[src/rtl/gba_dma_channel.sv]
// gba_dma_channel: single GBA DMA channel copying halfwords/words as a bus initiator,
// configured through SAD/DAD/CNT_L/CNT_H registers, with a one-cycle completion irq.
module gba_dma_channel #(
  parameter int COUNT_BITS = 14,
  parameter int ADDR_BITS = 28
) (
  input  logic        clk,
  input  logic        reset,
  input  logic        reg_we,
  input  logic [1:0]  reg_sel,
  input  logic [31:0] reg_wdata,
  input  logic        trigger,
  output logic        bus_req,
  output logic        bus_we,
  output logic [1:0]  bus_size,
  output logic [31:0] bus_addr,
  output logic [31:0] bus_wdata,
  input  logic [31:0] bus_rdata,
  input  logic        bus_ready,
  output logic        irq,
  output logic        busy
);
  typedef enum logic [2:0] {IDLE, WAIT, READ, WRITE, DONE} state_t;
  state_t state, state_n;
  logic [31:0] sad, dad, data, data_n;
  logic [15:0] cnt_h, half;
  logic [COUNT_BITS-1:0] cnt_l, count, count_n;
  logic [ADDR_BITS-1:0] src, dst, src_n, dst_n, step, src_step, dst_step;
  logic [1:0] sa, da;
  logic en, word, immediate, cnt_h_wr, latch, clr_en, acc_n, unused_bits;

  function automatic logic [ADDR_BITS-1:0] align(input logic [31:0] a, input logic w);
    return a[ADDR_BITS-1:0] & ~ADDR_BITS'(w ? 3 : 1);
  endfunction

  assign en = cnt_h[15];
  assign word = cnt_h[10];
  assign immediate = cnt_h[13:12] == 2'b00;
  assign sa = cnt_h[8:7];
  assign da = cnt_h[6:5];
  assign cnt_h_wr = reg_we && reg_sel == 2'd3;
  assign latch = cnt_h_wr && reg_wdata[15] && !en;
  assign half = src[1] ? bus_rdata[31:16] : bus_rdata[15:0];
  assign step = word ? ADDR_BITS'(4) : ADDR_BITS'(2);
  assign src_step = sa == 2'b00 ? src + step : sa == 2'b01 ? src - step : src;
  assign dst_step = da == 2'b01 ? dst - step : da == 2'b10 ? dst : dst + step;
  assign acc_n = state_n == READ || state_n == WRITE;
  assign unused_bits = ^{sad, dad, cnt_h[4:0], cnt_h[11], reg_wdata};

  always_ff @(posedge clk or posedge reset)
    if (reset) state <= IDLE;
    else state <= state_n;

  always_comb begin
    state_n = state;
    src_n = src;
    dst_n = dst;
    count_n = count;
    data_n = data;
    clr_en = 1'b0;
    case (state)
      WAIT: state_n = !en ? IDLE : (immediate || trigger) ? READ : WAIT;
      READ: if (bus_ready) begin
        data_n = word ? bus_rdata : {2{half}};
        state_n = en ? WRITE : IDLE;
      end
      WRITE: if (bus_ready) begin
        if (!en) state_n = IDLE;
        else begin
          src_n = src_step;
          dst_n = dst_step;
          count_n = count - COUNT_BITS'(1);
          state_n = count == COUNT_BITS'(1) ? DONE : READ;
        end
      end
      DONE: if (en && cnt_h[9] && !immediate) begin
        count_n = cnt_l;
        dst_n = da == 2'b11 ? align(dad, word) : dst;
        state_n = WAIT;
      end else begin
        clr_en = 1'b1;
        state_n = IDLE;
      end
      default: state_n = IDLE;
    endcase
    // the latch uses the size being written so alignment matches the new transfer
    if (latch) begin
      src_n = align(sad, reg_wdata[10]);
      dst_n = align(dad, reg_wdata[10]);
      count_n = cnt_l;
      state_n = WAIT;
    end
  end

  always_ff @(posedge clk or posedge reset)
    if (reset) begin
      sad <= '0;
      dad <= '0;
      cnt_l <= '0;
      cnt_h <= '0;
      src <= '0;
      dst <= '0;
      count <= '0;
      data <= '0;
      bus_req <= 1'b0;
      bus_we <= 1'b0;
      bus_size <= 2'b00;
      bus_addr <= '0;
      bus_wdata <= '0;
      irq <= 1'b0;
      busy <= 1'b0;
    end else begin
      src <= src_n;
      dst <= dst_n;
      count <= count_n;
      data <= data_n;
      if (reg_we && reg_sel == 2'd0) sad <= reg_wdata;
      if (reg_we && reg_sel == 2'd1) dad <= reg_wdata;
      if (reg_we && reg_sel == 2'd2) cnt_l <= reg_wdata[COUNT_BITS-1:0];
      if (cnt_h_wr) cnt_h <= reg_wdata[15:0];
      else if (clr_en) cnt_h[15] <= 1'b0;
      bus_req <= acc_n;
      irq <= state_n == DONE && cnt_h[14];
      busy <= state_n != IDLE;
      // bus fields only move when a new access starts, so they hold through wait states
      if (acc_n && state_n != state) begin
        bus_we <= state_n == WRITE;
        bus_size <= word ? 2'b10 : 2'b01;
        bus_addr <= 32'(state_n == WRITE ? dst_n : src_n);
        bus_wdata <= data_n;
      end
    end
endmodule

[config.mk]
export PLATFORM = sky130hd
export DESIGN_NAME = gba_dma_channel
export DESIGN_NICKNAME = d
export VERILOG_FILES = /design/src/rtl/gba_dma_channel.sv
export SDC_FILE = /design/constraint.sdc
export NUM_CORES = 1
export LEC_CHECK = 0
export ABC_AREA = 0
export CORE_MARGIN = 4
export CORE_UTILIZATION = 60
export CTS_BUF_LIST = sky130_fd_sc_hd__clkbuf_8
export CTS_CLUSTER_SIZE = 25
export DETAILED_ROUTE_END_ITERATION = 6
export GPL_TIMING_DRIVEN = 0
export PLACE_DENSITY = 0.89
export SLEW_MARGIN = 20
export SYNTH_ARGS = -nofsm -noshare
export SYNTH_HDL_FRONTEND = slang
export SYNTH_SLANG_ARGS = --single-unit
[constraint.sdc]
create_clock -name clk -period 13.5 [get_ports clk]
set_clock_uncertainty 0.05 [all_clocks]
set_input_delay 2.7 -clock clk [delete_from_list [all_inputs] [get_ports clk]]
set_output_delay 2.7 -clock clk [all_outputs]
set_load 0.03 [all_outputs]
==> results of run 1 <==
[cell families after synthesis]
group                    count (synthesis)  share of synthesized area, %
AO/OA/AOI/OAI                          300                         14.95
XOR/XNOR                                28                         1.895
other                                    1                       0.02897
AND/OR/NAND/NOR                        530                         20.02
buffers and inverters                  110                         3.577
multiplexers                           117                         9.802
adder cells (fa/ha/maj)                 14                         1.585
flip-flops                             249                         48.14
[registers in the layout (all words and copies together), names as in the netlist]
signal / cells
busy: 1
bus_size: 2
bus_wdata: 32
data: 32
bus_req: 1
cnt_l: 14
state: 3
dst: 28
src: 28
bus_addr: 28
bus_we: 1
sad: 27
cnt_h: 10
irq: 1
count: 14
dad: 27
[worst min-delay path by stage]
stage	startpoint	to	depth (start not counted)
finish	bus_addr[15]	bus_addr[15]	2
global route	bus_wdata[16]	bus_wdata[16]	2
CTS	bus_addr[15]	bus_addr[15]	2
detailed placement	bus_wdata[24]	bus_wdata[24]	2
global placement	bus_addr[15]	bus_addr[15]	2
floorplan	dad[17]	dst[17]	2
[power by group]
part | internal, mW | total, mW | switching, mW
Sequential | 0.862 | 0.980 | 0.118
Clock | 0.387 | 0.691 | 0.303
Combinational | 0.207 | 0.506 | 0.299
[placed cells by master, fill, tap and decap left out, types with 6 or more instances in the layout]
master and instances:
nor4_1 16, clkbuf_8 53, and3_1 14, dfrtp_1 249, nor2_1 111, nor2b_1 7
nand4_1 23, o31ai_1 7, clkbuf_1 52, mux2_2 78, xor2_1 13, and2_1 8
a22o_1 6, nand3b_1 8, xnor2_1 15, nand3_1 28, ha_1 10, a21oi_1 99
o21ai_0 67, buf_2 19, o21a_1 8, o22ai_1 10, a31oi_1 8, o211ai_1 7
buf_1 11, clkdlybuf4s50_1 132, nand2_1 207, a211oi_1 8, or3_1 22, nand2b_1 8
inv_1 29, or4_1 12, o21ai_1 10, mux2i_1 39, nor3_1 27
[per-stage QoR]
step                      instances  setup slack (ns)
after detailed placement       1761             7.367
after global routing           1828             7.664
final                          1829             7.681
after global placement         1759             1.084
after floorplan                1352             3.907
after CTS                      1828             7.871
[final cells by class]
class / count / area, um^2 / share of cell area (%)
sequential: 249 / 6231 / 40.12
tap: 275 / 344.1 / 2.216
antenna: 1 / 2.502 / 0.01611
clock inverter: 14 / 115.1 / 0.7412
inverter: 22 / 90.09 / 0.5801
multi-input combinational: 993 / 6261 / 40.32
clock buffer: 53 / 729.5 / 4.697
timing repair buffer: 134 / 1376 / 8.862
buffer: 88 / 380.4 / 2.449
[metal layers]
metal | vias to the layer above | wire length (um) | track usage (%) | share of wire [%]
met5 | - | 7 | 0 | 0.017
met4 | 2 | 2180 | 16.36 | 5.2
met3 | 152 | 4265 | 6.926 | 10
met2 | 749 | 19460 | 56.06 | 46
met1 | 5703 | 16070 | 45.02 | 38
li1 | 5188 | - | - | -
[critical path: stages]
cell and delay, ns:
clkdlybuf4s50_1 0.68, and2_1 0.18, clkbuf_1 0.48, nand2_1 0.37, or4_1 0.67, o21ai_0 0.32, o21ai_0 0.19, xor2_1 0.28
nand2_1 0.18, o211a_1 0.15
==> results.md, run 1 <==
- Status: complete, but fails checks
- Violated checks: DRC
- Die Span Y: 154.9 um
- GRT Resource Usage Total: 34.60%
- Initial antenna violation count: 1
- WL final: 41,980 um
- Share of cells above drive strength 1: 12.94%
- Die area: 23,990 um^2
- Resize count post-CTS: 0
- Most frequent cell after synthesis: dfrtp_1
- Critical path startpoint: bus_ready
- FF-to-FF path depth: 12
- Initial DRC count: 1,351
- Number of fillers in the final layout: 1,533
- Post-synth top area cell: dfrtp_1
- CP endpoint: bus_addr[19]
- Clock slew seen by the registers of the worst setup and hold paths: 0.06 ns
- Starting density of the core: 61.38%
- Layout area overhead: 19.98%
- Final setup vio count: 0
- Final Hold Fails: 0
- Total Power: 2.176 mW
- Mapped Area: 12,940 um^2
- CTS root buffer: clkbuf_8
- Gr ovfl total: 0
- Post-synth top area share: 48.14%
- Vias in the first global route: 11,724
- Post-route cell area: 15,530 um^2
- DR vias/cell: 6.448
- Fraction of registers with async set or reset after synthesis: 100.0%
- First-pass GRT wire length: 65,250 um
- Crit share post-route: 43.10%
- FF+latch count, synth: 249
- Slew Limit Headroom: 37.23%
- Die Width: 154.9 um
- Hold WC Path Type: reg2reg
- CP Max Fanout: 8
- Top cells by area, synth: dfrtp_1 (48%), mux2_2 (6.8%), nand2_1 (6.0%)
- Flop-to-flop setup slack: 9.33 ns
- CTS buffer count: 41
- Leakage: 6.573 nW
- CP Data Arrival Time: 6.20 ns
- Post-synthesis sequential area ratio: 48.14%
- Most used DFF post-synth: dfrtp_1
- # Post-CTS Setup Buffers: 0
- Total of max-cap violations: 0
- H-tree levels: 2
- Layout Nets: 1,614
- Io pins: 141
- Launch point of the worst reg-to-reg path: cnt_h[10]
- Most frequent cells after synthesis: dfrtp_1 (249), nand2_1 (207), nor2_1 (111)
- Final TNS setup: 0 ns
- Power per Cell Area: 140.1 nW/um^2
- Drt drc: 6
- Tmin final: 5.819 ns
- Post-layout util: 73.64%
- Reg-to-Reg End: bus_addr[19]
- ANT nets after route: 0
- # rows: 53
- DP HPWL: 30,940 um
- Worst vdd ir: 0.1050 mV
- Num Clock Sinks: 249
- Worst Path Required: 13.88 ns
- Largest net degree at the start of global routing: 93
- Via count: 11,794
- IO Port Bufs: 132
- CTS tree: built
- Ys Warns: 0
- Routability congestion estimate: 1.012
- CP Capture Type: register
- Clock Tree Buf Depth: 3
- Crit start category: input port
- Cells after synthesis: 1,349
- Core ar.: 21,090 um^2
- Clock latency on the worst-skew pair: 0.55 ns
- Post-DP Area: 14,680 um^2
- Least-Margin Pin Slew: 0.9380 ns
- Number of flops mapped to enable cells by yosys: 0
- Hold buffers post-CTS: 0
- Final max-slew violation count: 0
- Setup CP Type: in2reg
- RSZ-0062 raised after global routing: false
- Synthesized area per cell: 9.595 um^2
- Yosys cell types: 92
- Final hold slack: 0.4213 ns
- Drt first pass iters: 7
- Top achievable clock speed: 171.8 MHz
- Drt wl/cell: 22.95 um
Power figures use the tool's default switching activity.
==> inputs of run 2 (changes only) <==
Settings changed: CORE_UTILIZATION 60 to 53, PLACE_DENSITY 0.89 to 0.84.
Clock period 13.5 ns to 4.7 ns, I/O delays scaled along.
==> run 2 against run 1 <==
Net effect: the run now ends clean; routed wire length rose by 1.9%; sequential share of layout area fell by 0.64 points; die area rose by 13%; setup slack got worse by 7.4 ns; power rose to 2.9 times the previous value; critical path depth rose by 2; count of clock-buffer cells in the layout did not move; via count fell by 0.36%; hold slack got worse by 0.00054 ns; critical path type is now reg2reg.
==> results.md, run 2 (synthesis gave the netlist of run 1 again) <==
- Hold depth: 2 (unchanged)
- Launch point of the worst reg-to-reg path: cnt_h[10] (unchanged)
- Clock slew seen by the registers of the worst setup and hold paths: 0.06 ns (about the same)
- CTS tree: built (unchanged)
- Top Registers: bus_wdata (32), data (32) (unchanged)
- # rows: 56 (was 53)
- Io pins: 141 (unchanged)
- DRT met1 WL: 16,670 um (was 16,070 um)
- Resize count post-CTS: 0 (unchanged)
- Crit share post-route: 93.56%
- Total of max-cap violations: 0 (unchanged)
- Final setup vio count: 0 (unchanged)
- Drt first pass iters: 6 (was 7)
- Critical Path, Cell by Cell: inv_1 > ha_1 > inv_1 > fa_1 > or4b_1 > or3_1 > o22ai_1 > nand2_1 > xor2_1 > a31oi_1 > o21ai_0 > nand2_1 (was clkdlybuf4s50_1 > and2_1 > clkbuf_1 > nand2_1 > or4_1 > o21ai_0 > o21ai_0 > xor2_1 > nand2_1 > o211a_1)
- Die area: 26,990 um^2 (was 23,990 um^2)
- CP max-delay cell: dfrtp_1 (was clkdlybuf4s50_1)
- Layout area overhead: 21.92% (was 19.98%)
- Ant diodes: 0 (was 1)
- DP HPWL: 31,620 um (was 30,940 um)
- Most frequent cells in the layout: dfrtp_1 (249), nand2_1 (207), clkdlybuf4s50_1 (132) (unchanged)
- First-pass GRT wire length: 66,090 um (was 65,250 um)
- Number of fillers in the final layout: 1,825 (was 1,533)
- Clock latency on the worst-skew pair: 0.58 ns (was 0.55 ns)
- Crit start category: register (was input port)
- Core ar.: 23,750 um^2 (was 21,090 um^2)
- # Post-CTS Setup Buffers: 0 (unchanged)
- Routability congestion estimate: 0.9494 (was 1.012)
- Hold WC Path Type: reg2reg (unchanged)
- Final Hold Fails: 0 (unchanged)
- CTS root buffer: clkbuf_8 (unchanged)
- Vias in the first global route: 11,630 (was 11,724)
- Area of the multi-input gates: 6261 um^2 (unchanged)
- RSZ-0062 raised after global routing: false (unchanged)
- Worst Path Buf+Inv: 2 (unchanged)
- Worst vdd ir: 0.2732 mV (was 0.1050 mV)
- Slew Limit Headroom: 36.49% (was 37.23%)
- Share of cells above drive strength 1: 13.39% (was 12.94%)
- Post-layout util: 66.44% (was 73.64%)
- Layout Nets: 1,623 (was 1,614)
- Die Span Y: 164.3 um (was 154.9 um)
- IO Port Bufs: 132 (unchanged)
- Starting density of the core: 54.49% (was 61.38%)
- Power per Cell Area: 403.4 nW/um^2 (was 140.1 nW/um^2)
- Initial DRC count: 1,208 (was 1,351)
- Top routing layer in use: met5 (unchanged)
- GRT Resource Usage Total: 31.72% (was 34.60%)
- Initial antenna violation count: 2 (was 1)
- H-tree levels: 2 (unchanged)
- Die Width: 164.3 um (was 154.9 um)
- Drt drc: 0 (was 6)
- Gr ovfl total: 0 (unchanged)
- Largest net degree at the start of global routing: 36 (was 93)
- Tmin final: 4.397 ns
- Setup CP Type: reg2reg (was in2reg)
- Hold buffers post-CTS: 0 (unchanged)
- Clock Tree Buf Depth: 3 (unchanged)
- Endpoint, Worst Hold: bus_wdata[12] (was bus_addr[15])
- Metal2 WL: 20,160 um (was 19,460 um)
- Drt wl/cell: 22.67 um (was 22.95 um)
- DR vias/cell: 6.228 (was 6.448)
- FF+latch area: 6231 um^2 (unchanged)
- Leakage: 6.680 nW (was 6.573 nW)
- Final max-slew violation count: 0 (unchanged)
- Hold Path Origin: bus_wdata[12] (was bus_addr[15])
- Top achievable clock speed: 227.4 MHz
- CP Data Arrival Time: 4.84 ns (was 6.20 ns)
- Total Power: 6.366 mW (was 2.176 mW)
- Status: finished clean (was complete, but fails checks)
- CP top delay family: simple AND/OR/NAND/NOR gates (unchanged)
- FF-to-FF path depth: 12 (unchanged)
- Commonest non-fill, non-tap cell in the layout: dfrtp_1 (unchanged)
- CTS buffer count: 43 (was 41)
- Flop-to-flop setup slack: 0.30 ns (was 9.33 ns)
- Num Clock Sinks: 249 (unchanged)
- Via count: 11,752 (was 11,794)
- Biggest cell delay along the critical path: 0.62 ns (was 0.68 ns)
- CP Max Fanout: 10 (was 8)
- WL final: 42,780 um (was 41,980 um)
- Reg-to-Reg End: bus_addr[15] (was bus_addr[19])
- Worst Path Required: 5.14 ns (was 13.88 ns)
- Least-Margin Pin Slew: 0.9491 ns (was 0.9380 ns)
- Met3 wire len: 4045 um (was 4265 um)
- CP Capture Type: register (unchanged)
- ANT nets after route: 0 (unchanged)
-- run 2: cell type report --
| class | instances | share of cell area, % |
|---|---|---|
| multi-input cells | 993 | 39.67 |
| flip-flops and latches | 249 | 39.48 |
| repair buffers | 141 | 9.704 |
| clock buffers | 53 | 4.622 |
| well taps | 319 | 2.529 |
| plain buffers | 88 | 2.410 |
| clock inverters | 22 | 1.031 |
| inverters | 22 | 0.5471 |
-- run 2: worst max-delay path by stage --
stage	from	to	depth (start not counted)
3_3_place_gp	reset	sad[24]	2
2_1_floorplan	reset	bus_addr[0]	1
4_1_cts	cnt_h[10]	bus_addr[15]	12
5_1_grt	cnt_h[10]	bus_addr[15]	12
6_report	cnt_h[10]	bus_addr[15]	12
3_5_place_dp	bus_ready	bus_addr[19]	10
-- run 2: worst reg2reg max path, stage by stage (launching register included) --
cell and delay, ns:
dfrtp_1 0.62, inv_1 0.60, ha_1 0.33, inv_1 0.07
fa_1 0.40, or4b_1 0.54, or3_1 0.39, o22ai_1 0.32
nand2_1 0.11, xor2_1 0.20, a31oi_1 0.42, o21ai_0 0.17
nand2_1 0.09
-- run 2: through the flow --
step           TNS (ns)  std cells  worst slack, ns  hold WS, ns  instance area, um^2
2_1_floorplan         0       1352           0.4363       0.3902                12960
3_3_place_gp    -318.84       1803           -1.302       0.4030                14680
3_5_place_dp          0       1812           0.4380       0.4139                14890
4_1_cts               0       1887           0.4319       0.4256                15780
5_1_grt               0       1887           0.1322       0.4478                15780
6_report              0       1887           0.3028       0.4207                15780
-- run 2: metal layers --
layer	up-vias	track usage, %
li1	5221	-
met1	5727	41.54
met2	652	51.67
met3	148	6.826
met4	4	12.70
met5	-	0
-- run 2: report_power, final --
part | total, mW | internal (mW) | switching (mW)
clock network | 2.06 | 1.13 | 0.923
registers | 2.83 | 2.48 | 0.351
logic | 1.48 | 0.608 | 0.875
